**src/rtl/mod_74x165_serial_tx_pkg.sv**
```systemverilog
// Shared state encoding and frame constants for the 74x165 serial transmitter.
// The optional parity bit is enabled with MOD_74X165_SERIAL_TX_PARITY_EN.
package mod_74x165_serial_tx_pkg;

  typedef enum logic [2:0] {
    ST_IDLE   = 3'd0,
    ST_START  = 3'd1,
    ST_DATA   = 3'd2,
`ifdef MOD_74X165_SERIAL_TX_PARITY_EN
    ST_PARITY = 3'd3,
`endif
    ST_STOP   = 3'd4
  } state_t;

  localparam int unsigned DATA_BITS     = 8;
  localparam logic [2:0]  LAST_DATA_BIT = 3'(DATA_BITS - 1);
`ifdef MOD_74X165_SERIAL_TX_PARITY_EN
  localparam int unsigned FRAME_BITS    = DATA_BITS + 3;
`else
  localparam int unsigned FRAME_BITS    = DATA_BITS + 2;
`endif

  // Bit timer must hold 0..div-1.
  function automatic int unsigned timer_width(input int unsigned div);
    return $clog2(div + 1);
  endfunction

endpackage

```
**src/rtl/mod_74x165.sv**
```systemverilog
// 8-bit parallel-in/serial-out shift register modelled on the 74x165 pinout.
// Stage H drives QH; shifting moves SER into A and each stage toward H.
module mod_74x165 (
  input  logic CLK,
  input  logic RST,
  input  logic CLK_INH,
  input  logic SH_LD_N,
  input  logic SER,
  input  logic A,
  input  logic B,
  input  logic C,
  input  logic D,
  input  logic E,
  input  logic F,
  input  logic G,
  input  logic H,
  output logic QH,
  output logic QH_N
);

  logic [7:0] stages;

  // Parallel load is taken on the clock edge so the whole design stays in one
  // synchronous domain; the real part loads asynchronously.
  always_ff @(posedge CLK or posedge RST) begin
    if (RST) begin
      stages <= '1;
    end else if (!SH_LD_N) begin
      stages <= {H, G, F, E, D, C, B, A};
    end else if (!CLK_INH) begin
      stages <= {stages[6:0], SER};
    end
  end

  assign QH   = stages[7];
  assign QH_N = ~stages[7];

endmodule

```
**src/rtl/mod_74x165_serial_tx.sv**
```systemverilog
// Frame transmitter: start bit, 8 data bits MSB first from a 74x165, optional
// even parity (MOD_74X165_SERIAL_TX_PARITY_EN), stop bit.
module mod_74x165_serial_tx
  import mod_74x165_serial_tx_pkg::*;
#(
  parameter int unsigned DIV = 4
) (
  input  logic       CLK,
  input  logic       RST,
  input  logic [7:0] D,
  input  logic       LOAD,
  output logic       READY,
  output logic       BUSY,
  output logic       SO,
  output logic       DONE
);

  localparam int unsigned     TW         = timer_width(DIV);
  localparam logic [TW-1:0]   TIMER_LAST = TW'(DIV - 1);

  state_t        state, state_next;
  logic [TW-1:0] timer, timer_next;
  logic [2:0]    cnt, cnt_next;
  logic          so_next, busy_next, done_next;
  logic          sh_ld_n, clk_inh;
  logic          qh, qh_n_unused;
  logic          bit_end;
`ifdef MOD_74X165_SERIAL_TX_PARITY_EN
  logic          parity_bit;
`endif

  mod_74x165 u_piso (
    .CLK     (CLK),
    .RST     (RST),
    .CLK_INH (clk_inh),
    .SH_LD_N (sh_ld_n),
    .SER     (1'b1),
    .A       (D[0]),
    .B       (D[1]),
    .C       (D[2]),
    .D       (D[3]),
    .E       (D[4]),
    .F       (D[5]),
    .G       (D[6]),
    .H       (D[7]),
    .QH      (qh),
    .QH_N    (qh_n_unused)
  );

  assign bit_end = (timer == TIMER_LAST);
  assign READY   = ~BUSY;

  // SO is registered, so each bit is loaded from QH on the edge that opens it
  // and the register is shifted on that same edge to present the next bit.
  always_comb begin
    // NOTE: every output gets a default first so no path can infer a latch.
    state_next = state;
    timer_next = timer;
    cnt_next   = cnt;
    so_next    = SO;
    busy_next  = BUSY;
    done_next  = 1'b0;
    sh_ld_n    = 1'b1;
    clk_inh    = 1'b1;
    case (state)
      ST_IDLE: begin
        so_next   = 1'b1;
        busy_next = 1'b0;
        if (LOAD && READY) begin
          state_next = ST_START;
          timer_next = '0;
          cnt_next   = '0;
          sh_ld_n    = 1'b0;
          so_next    = 1'b0;
          busy_next  = 1'b1;
        end
      end
      ST_START: begin
        if (bit_end) begin
          state_next = ST_DATA;
          timer_next = '0;
          so_next    = qh;
          clk_inh    = 1'b0;
        end else begin
          timer_next = timer + 1'b1;
        end
      end
      ST_DATA: begin
        if (bit_end) begin
          timer_next = '0;
          if (cnt == LAST_DATA_BIT) begin
            cnt_next   = '0;
`ifdef MOD_74X165_SERIAL_TX_PARITY_EN
            state_next = ST_PARITY;
            so_next    = parity_bit;
`else
            state_next = ST_STOP;
            so_next    = 1'b1;
`endif
          end else begin
            cnt_next = cnt + 1'b1;
            so_next  = qh;
            clk_inh  = 1'b0;
          end
        end else begin
          timer_next = timer + 1'b1;
        end
      end
`ifdef MOD_74X165_SERIAL_TX_PARITY_EN
      ST_PARITY: begin
        if (bit_end) begin
          state_next = ST_STOP;
          timer_next = '0;
          so_next    = 1'b1;
        end else begin
          timer_next = timer + 1'b1;
        end
      end
`endif
      ST_STOP: begin
        if (bit_end) begin
          state_next = ST_IDLE;
          timer_next = '0;
          so_next    = 1'b1;
          busy_next  = 1'b0;
          done_next  = 1'b1;
        end else begin
          timer_next = timer + 1'b1;
        end
      end
      default: begin
        state_next = ST_IDLE;
        timer_next = '0;
        so_next    = 1'b1;
        busy_next  = 1'b0;
      end
    endcase
  end

  // NOTE: state uses non-blocking assignments so all registers update together.
  always_ff @(posedge CLK or posedge RST) begin
    if (RST) begin
      state <= ST_IDLE;
      timer <= '0;
      cnt   <= '0;
      SO    <= 1'b1;
      BUSY  <= 1'b0;
      DONE  <= 1'b0;
    end else begin
      state <= state_next;
      timer <= timer_next;
      cnt   <= cnt_next;
      SO    <= so_next;
      BUSY  <= busy_next;
      DONE  <= done_next;
    end
  end

`ifdef MOD_74X165_SERIAL_TX_PARITY_EN
  always_ff @(posedge CLK or posedge RST) begin
    if (RST) begin
      parity_bit <= 1'b0;
    end else if (!sh_ld_n) begin
      parity_bit <= ^D;
    end
  end
`endif

endmodule
```
**config.mk**
```make
export PLATFORM = sky130hd
export DESIGN_NAME = mod_74x165_serial_tx
export DESIGN_NICKNAME = d
export VERILOG_FILES = /design/src/rtl/mod_74x165_serial_tx_pkg.sv /design/src/rtl/mod_74x165.sv /design/src/rtl/mod_74x165_serial_tx.sv
export SDC_FILE = /design/constraint.sdc
export NUM_CORES = 1
export LEC_CHECK = 0
export BUFFER_PORTS_ARGS = -buffer_cell sky130_fd_sc_hd__buf_2
export CORE_MARGIN = 4
export CORE_UTILIZATION = 55
export CTS_CLUSTER_DIAMETER = 50
export DETAILED_ROUTE_END_ITERATION = 10
export PLACE_DENSITY = 0.77
export SLEW_MARGIN = 10
export SYNTH_ARGS = -nofsm -noshare
export SYNTH_HDL_FRONTEND = slang
export SYNTH_SLANG_ARGS = --single-unit
```
**constraint.sdc**
```tcl
create_clock -name CLK -period 4 [get_ports CLK]
set_input_delay 0.8 -clock CLK [delete_from_list [all_inputs] [get_ports CLK]]
set_output_delay 0.8 -clock CLK [all_outputs]
set_load 0.01 [all_outputs]
```
==> impl_metrics.toml, run 1 <==
[place]
place_area_sq_um = 1130
place_hpwl_mm = 1.43
gp_congestion = 0.758
io_buffers = 14

[die]
coreArea_sq_um = 1760
die_y_um = 51.8
initial_core_util_pct = 59.7
num_rows = 15
ios = 15
die_x_um = 51.8
fp.dieArea_sq_um = 2680

[routing]
ant_nets = 0
drc_errors = 0
drtIter0Drc = 22
routed_wl_mm = 1.95
drt_first_pass_iters = 4
routed_via_density = 5.50
detail_route.wl_per_cell_um = 13.8
vias = 775

[layout]
diodes = 0
design_area_sq_um = 1180
area_growth_pct = 11.9
fin_nets = 131
layout-drive-gt1-share_pct = 27.6

[synthesis]
yosysSeqAreaShare_pct = 48.6
synth_cells = 102
netlist.area_leader.share_pct = 26.1
synth_nets = 116
synth_warnings = 0
ys_ff_latch = 20
synth.avg_cell_area_sq_um = 10.3
netlist_top_cells_area = "dfrtp_1 (26%), dfstp_2 (22%), a221o_1 (5.7%)"
ys_types = 35
netlist.top_cell.by_area = "dfrtp_1"
synth_area_sq_um = 1050

[pwr]
pwr-share-seq_pct = 45.9
swShare_pct = 35.9
comb_power_share_pct = 37.3
powerDensity_nw_per_um2 = 709
p_leak_nw = 0.541
irDropWorstVdd_uv = 321
p_clk_share_pct = 16.9
cell_internal_pwr_mw = 0.535
p_sw_mw = 0.300

[cts]
insertion_delay_ns = 0.30
htreeDepth = 1
clock-sinks = 20
cts-root-buf = "clkbuf_4"
ctsResizeCount = 0
cts_buffers = 3
path_clk_slew_ns = 0.12
cts_hold_buf = 0
cts_buffer_depth = 2
postCtsSetupRepairBufs = 0
cts_tree = "yes"

[timing]
rsz0062_at_grt = "false"
skew_ns = 0.00516
max_freq_mhz = 558
setup_viol = 0
slew-limit-headroom_pct = 52.1
finalHoldViolations = 0
tightestPinTransition_ns = 0.717
timing.setup.tns_ns = 0
drv_slew = 0
min_period_over_period_pct = 44.8
layout_min_cycle_time_ns = 1.79

[grt]
grt_pass1_wl_mm = 3.48
antenna_found_initial = 0
grt_max_degree = 21
grt_pass1_vias = 754
grt_usage_pct = 17.4
overflow = 0

[critical_path]
end_kind = "flip-flop"
worst_ep_arrival_time_ns = 2.03
worst-setup-path-type = "reg2reg"
startpoint_type = "flip-flop"
critPathRequiredTime_ns = 4.24
cp_max_fo = 7

[worst_hold_path]
min_path_type = "reg2reg"

[job]
maxCapViolCount = 0

[outcome]
outcome = "complete, no violations"
## through the flow
stage	power (mW)	cells	setup WS, ns	utilization (%)	hold slack (ns)
after floorplan	0.627	102	2.37	-	0.446
after global placement	0.683	137	2.14	64.1	0.464
after detailed placement	0.698	137	2.11	64.1	0.461
after CTS	0.838	141	2.20	66.8	0.480
after global routing	0.903	141	2.11	66.8	0.500
final	0.835	141	2.21	66.8	0.479
## critical path, stage by stage, from the launching register on
cell and delay [ns]:
dfrtp_1 0.42, ha_1 0.21, ha_1 0.23, nor3b_2 0.28
o21ai_2 0.13, and3_1 0.19, a221o_1 0.27
## area by class of cell
| class | instances | area [sq um] |
|---|---|---|
| clock buffer | 4 | 47.5 |
| fill | 155 | 586 |
| inverter | 4 | 15.0 |
| multi-input combinational | 74 | 503 |
| sequential | 20 | 512 |
| tap | 25 | 31.3 |
| timing repair buffer | 14 | 70.1 |
## worst paths after layout
kind / from / slack [ns] / depth (start not counted) / to
worst max-delay path: cnt[0] / 2.21 / 6 / u_piso.stages[6]
min in group asynchronous: RST / 0.59 / 2 / cnt[0]
max in group asynchronous: RST / 2.96 / 2 / state[2]
worst min-delay path: u_piso.stages[7] / 0.48 / 2 / u_piso.stages[7]
worst min register to register: u_piso.stages[7] / 0.48 / 2 / u_piso.stages[7]
worst max register to register: cnt[0] / 2.21 / 6 / u_piso.stages[6]
## cells in the mapped netlist (all sizes together)
| cell type | number |
|---|---|
| nand2 | 5 |
| nor4b | 1 |
| a21oi | 7 |
| xor2 | 1 |
| dfrtp | 11 |
| nor3 | 3 |
| nand3b | 1 |
| a31oi | 1 |
| nor3b | 3 |
| dfstp | 9 |
| a22o | 3 |
| and3 | 6 |
| o21ai | 7 |
| ha | 3 |
| nor2 | 7 |
| mux2 | 1 |
| clkbuf | 1 |
| nor2b | 3 |
| a221o | 6 |
| and2 | 1 |
| o21a | 3 |
| a211oi | 1 |
| nand3 | 3 |
| a2111oi | 2 |
| or3 | 1 |
| xnor2 | 1 |
| inv | 4 |
| buf | 3 |
| nand2b | 4 |
## power groups by stage
stage / registers [mW] / logic [mW] / clock network, mW
6_report: 0.383 / 0.311 / 0.141
4_1_cts: 0.382 / 0.313 / 0.142
5_1_grt: 0.396 / 0.353 / 0.155
2_1_floorplan: 0.353 / 0.273 / 0
3_3_place_gp: 0.381 / 0.302 / 0
3_5_place_dp: 0.386 / 0.312 / 0
## metal layers
| metal | wire (um) | GRT usage (%) |
|---|---|---|
| met1 | 940 | 24.0 |
| met2 | 896 | 27.1 |
| met3 | 87 | 4.87 |
| met4 | 25 | 3.93 |
| met5 | 0 | 0 |
## state kept, by name, indices dropped and copies added, names as in the netlist
name           cells
SO                 1
cnt                3
timer              3
state              3
DONE               1
BUSY               1
u_piso.stages      8
## cell usage in the layout (no fill, tap or decap), types with 4 or more instances in the layout
| cell | instances |
|---|---|
| o21ai_0 | 4 |
| nand2b_1 | 4 |
| nand2_1 | 5 |
| dfstp_2 | 9 |
| nor2_1 | 7 |
| a221o_1 | 6 |
| a21oi_1 | 7 |
| buf_2 | 14 |
| dfrtp_1 | 11 |
| and3_1 | 6 |
## cells by family after synthesis
kind of cell / Yosys count / share of synthesized area, %
compound gates: 30 / 20.3
xor+xnor: 2 / 1.66
fa+ha+maj: 3 / 3.56
buf+inv: 8 / 3.68
flops: 20 / 48.6
mux: 1 / 1.07
simple gates: 38 / 21.1
(Power assumes the default switching activity.)
==> run 2: changes to the inputs <==
Settings changed: CORE_UTILIZATION 55 to 49, PLACE_DENSITY 0.77 to 0.73.
Clock period 4 ns to 1.6 ns, I/O delays scaled along.
==> run 2 against run 1 <==
  * Clock skew is 0.0041 ns lower
  * Sequential share of layout area down 3.6 points
  * Via count up 9.5%
  * Non-clock buffer count is 12 higher
  * Final area rose by 9.4%
  * Critical path depth stayed put
  * Utilization is 2.4 points lower
  * Clock power rose by 74%
  * Critical endpoint is now u_piso.stages[5]
  * Highest routed layer unchanged
==> impl_metrics.toml, run 2 (synthesis gave the netlist of run 1 again) <==
[outcome]
outcome = "complete, no violations"

[pwr]
swShare_pct = 36.3
comb_power_share_pct = 45.5
cell_internal_pwr_mw = 1.37
irDropWorstVdd_uv = 810
p_leak_nw = 0.583
p_clk_share_pct = 11.4
pwr-share-seq_pct = 43.0
p_sw_mw = 0.783
powerDensity_nw_per_um2 = 1670

[timing]
setup_viol = 0
timing.setup.tns_ns = 0
layout_min_cycle_time_ns = 1.60
max_freq_mhz = 626
min_period_over_period_pct = 99.8
rsz0062_at_grt = "true"
finalWorstSetupSlack_ns = 0.00294
skew_ns = 0.00110
slew-limit-headroom_pct = 72.9
tightestPinTransition_ns = 0.397
drv_slew = 0
fin_worst_hold_slack_ns = 0.0178
finalHoldViolations = 0

[die]
num_rows = 16
ios = 15
coreArea_sq_um = 2000
initial_core_util_pct = 52.6
fp.dieArea_sq_um = 2960
die_x_um = 54.4
die_y_um = 54.4

[routing]
vias = 849
ant_nets = 0
drc_errors = 0
routed_wl_mm = 2.14
routed_via_density = 5.48
drtIter0Drc = 15
drt_first_pass_iters = 4
detail_route.wl_per_cell_um = 13.8

[cts]
cts-root-buf = "clkbuf_4"
cts_hold_buf = 0
htreeDepth = 1
path_clk_slew_ns = 0.11
clock-sinks = 20
cts_buffers = 3
cts_buffer_depth = 2
insertion_delay_ns = 0.29
cts_tree = "yes"

[grt]
grt_max_degree = 21
overflow = 0
antenna_found_initial = 0
grt_usage_pct = 17.6
grt_pass1_wl_mm = 3.73
grt_pass1_vias = 822

[layout]
fin_util_pct = 64.4
final.fill_count = 166
top_register = "u_piso.stages"
multi_input_area_sq_um = 541
layout-drive-gt1-share_pct = 39.1
fin_nets = 143
diodes = 0
seq_area_sq_um = 514
instances_no_fill = 155
final_common_cell = "buf_2"
area_growth_pct = 22.4
final_cell_mix = "buf_2 (14), buf_4 (12), dfrtp_1 (9), dfstp_2 (9)"
largest_reg_flops = 8

[place]
io_buffers = 14
place_hpwl_mm = 1.60
dpl.cell_count = 150
post-place-ws_ns = -0.0723
gp_congestion = 0.851

[critical_path]
worst-setup-path-type = "reg2reg"
cp_max_fo = 7
worst_ep_arrival_time_ns = 1.83
end_kind = "flip-flop"
critPathRequiredTime_ns = 1.83
rr_worst_depth = 6
timing.rr.start = "cnt[0]"
startpoint_type = "flip-flop"
r2r-end = "u_piso.stages[5]"
ff2ff_setup_slack_ns = 0.003

[worst_hold_path]
min_path_type = "in2async"

[job]
maxCapViolCount = 0
## run 2: cell types whose count changed in the layout (fill, tap and decap cells not counted), sizes merged
cell	previous run	this run
buf	14	26
## run 2: critical path: stages, from the launching register on
cell,delay (ns)
dfrtp_1,0.40
ha_2,0.20
ha_4,0.17
nor3b_4,0.21
o21ai_2,0.13
and3_1,0.16
a221o_1,0.27
## run 2: metrics by stage
step	cell area [sq um]	power (mW)
floorplan	1060	1.57
global placement	1220	1.83
detailed placement	1220	1.87
CTS	1270	2.14
global route	1290	2.35
finish	1290	2.15
## run 2: layer usage
metal	global-route usage [%]	routed length, um	vias up
met5	0	0	-
met4	6.22	23	0
met3	3.27	76	4
met2	26.1	960	12
met1	25.7	1080	405
li1	-	-	428
## run 2: power by group through the flow
stage / logic (mW) / registers, mW / clock network (mW)
2_1_floorplan: 0.683 / 0.884 / 0
5_1_grt: 1.11 / 0.961 / 0.275
4_1_cts: 0.967 / 0.925 / 0.253
6_report: 0.981 / 0.927 / 0.246
3_5_place_dp: 0.947 / 0.921 / 0
3_3_place_gp: 0.914 / 0.915 / 0
## run 2: worst max path at each step
stage / start / end / cells after the start
after floorplan: cnt[0] / u_piso.stages[1] / 6
after global placement: cnt[0] / u_piso.stages[4] / 6
after detailed placement: cnt[0] / u_piso.stages[5] / 6
after CTS: cnt[0] / u_piso.stages[5] / 6
after global routing: cnt[0] / u_piso.stages[4] / 6
final: cnt[0] / u_piso.stages[5] / 6
## run 2: final cells by class
type / instances / area share [%]
flip-flops and latches: 20 / 39.9
repair buffers: 26 / 12.4
inverters: 4 / 1.16
multi-input cells: 74 / 41.9
well taps: 27 / 2.62
clock buffers: 4 / 2.04
## run 2: what timing repair did
item	4_1_cts	5_1_grt
gates resized for setup	4	5
buffers inserted	1	0
pin swaps	8	0
setup endpoints to repair	8	8
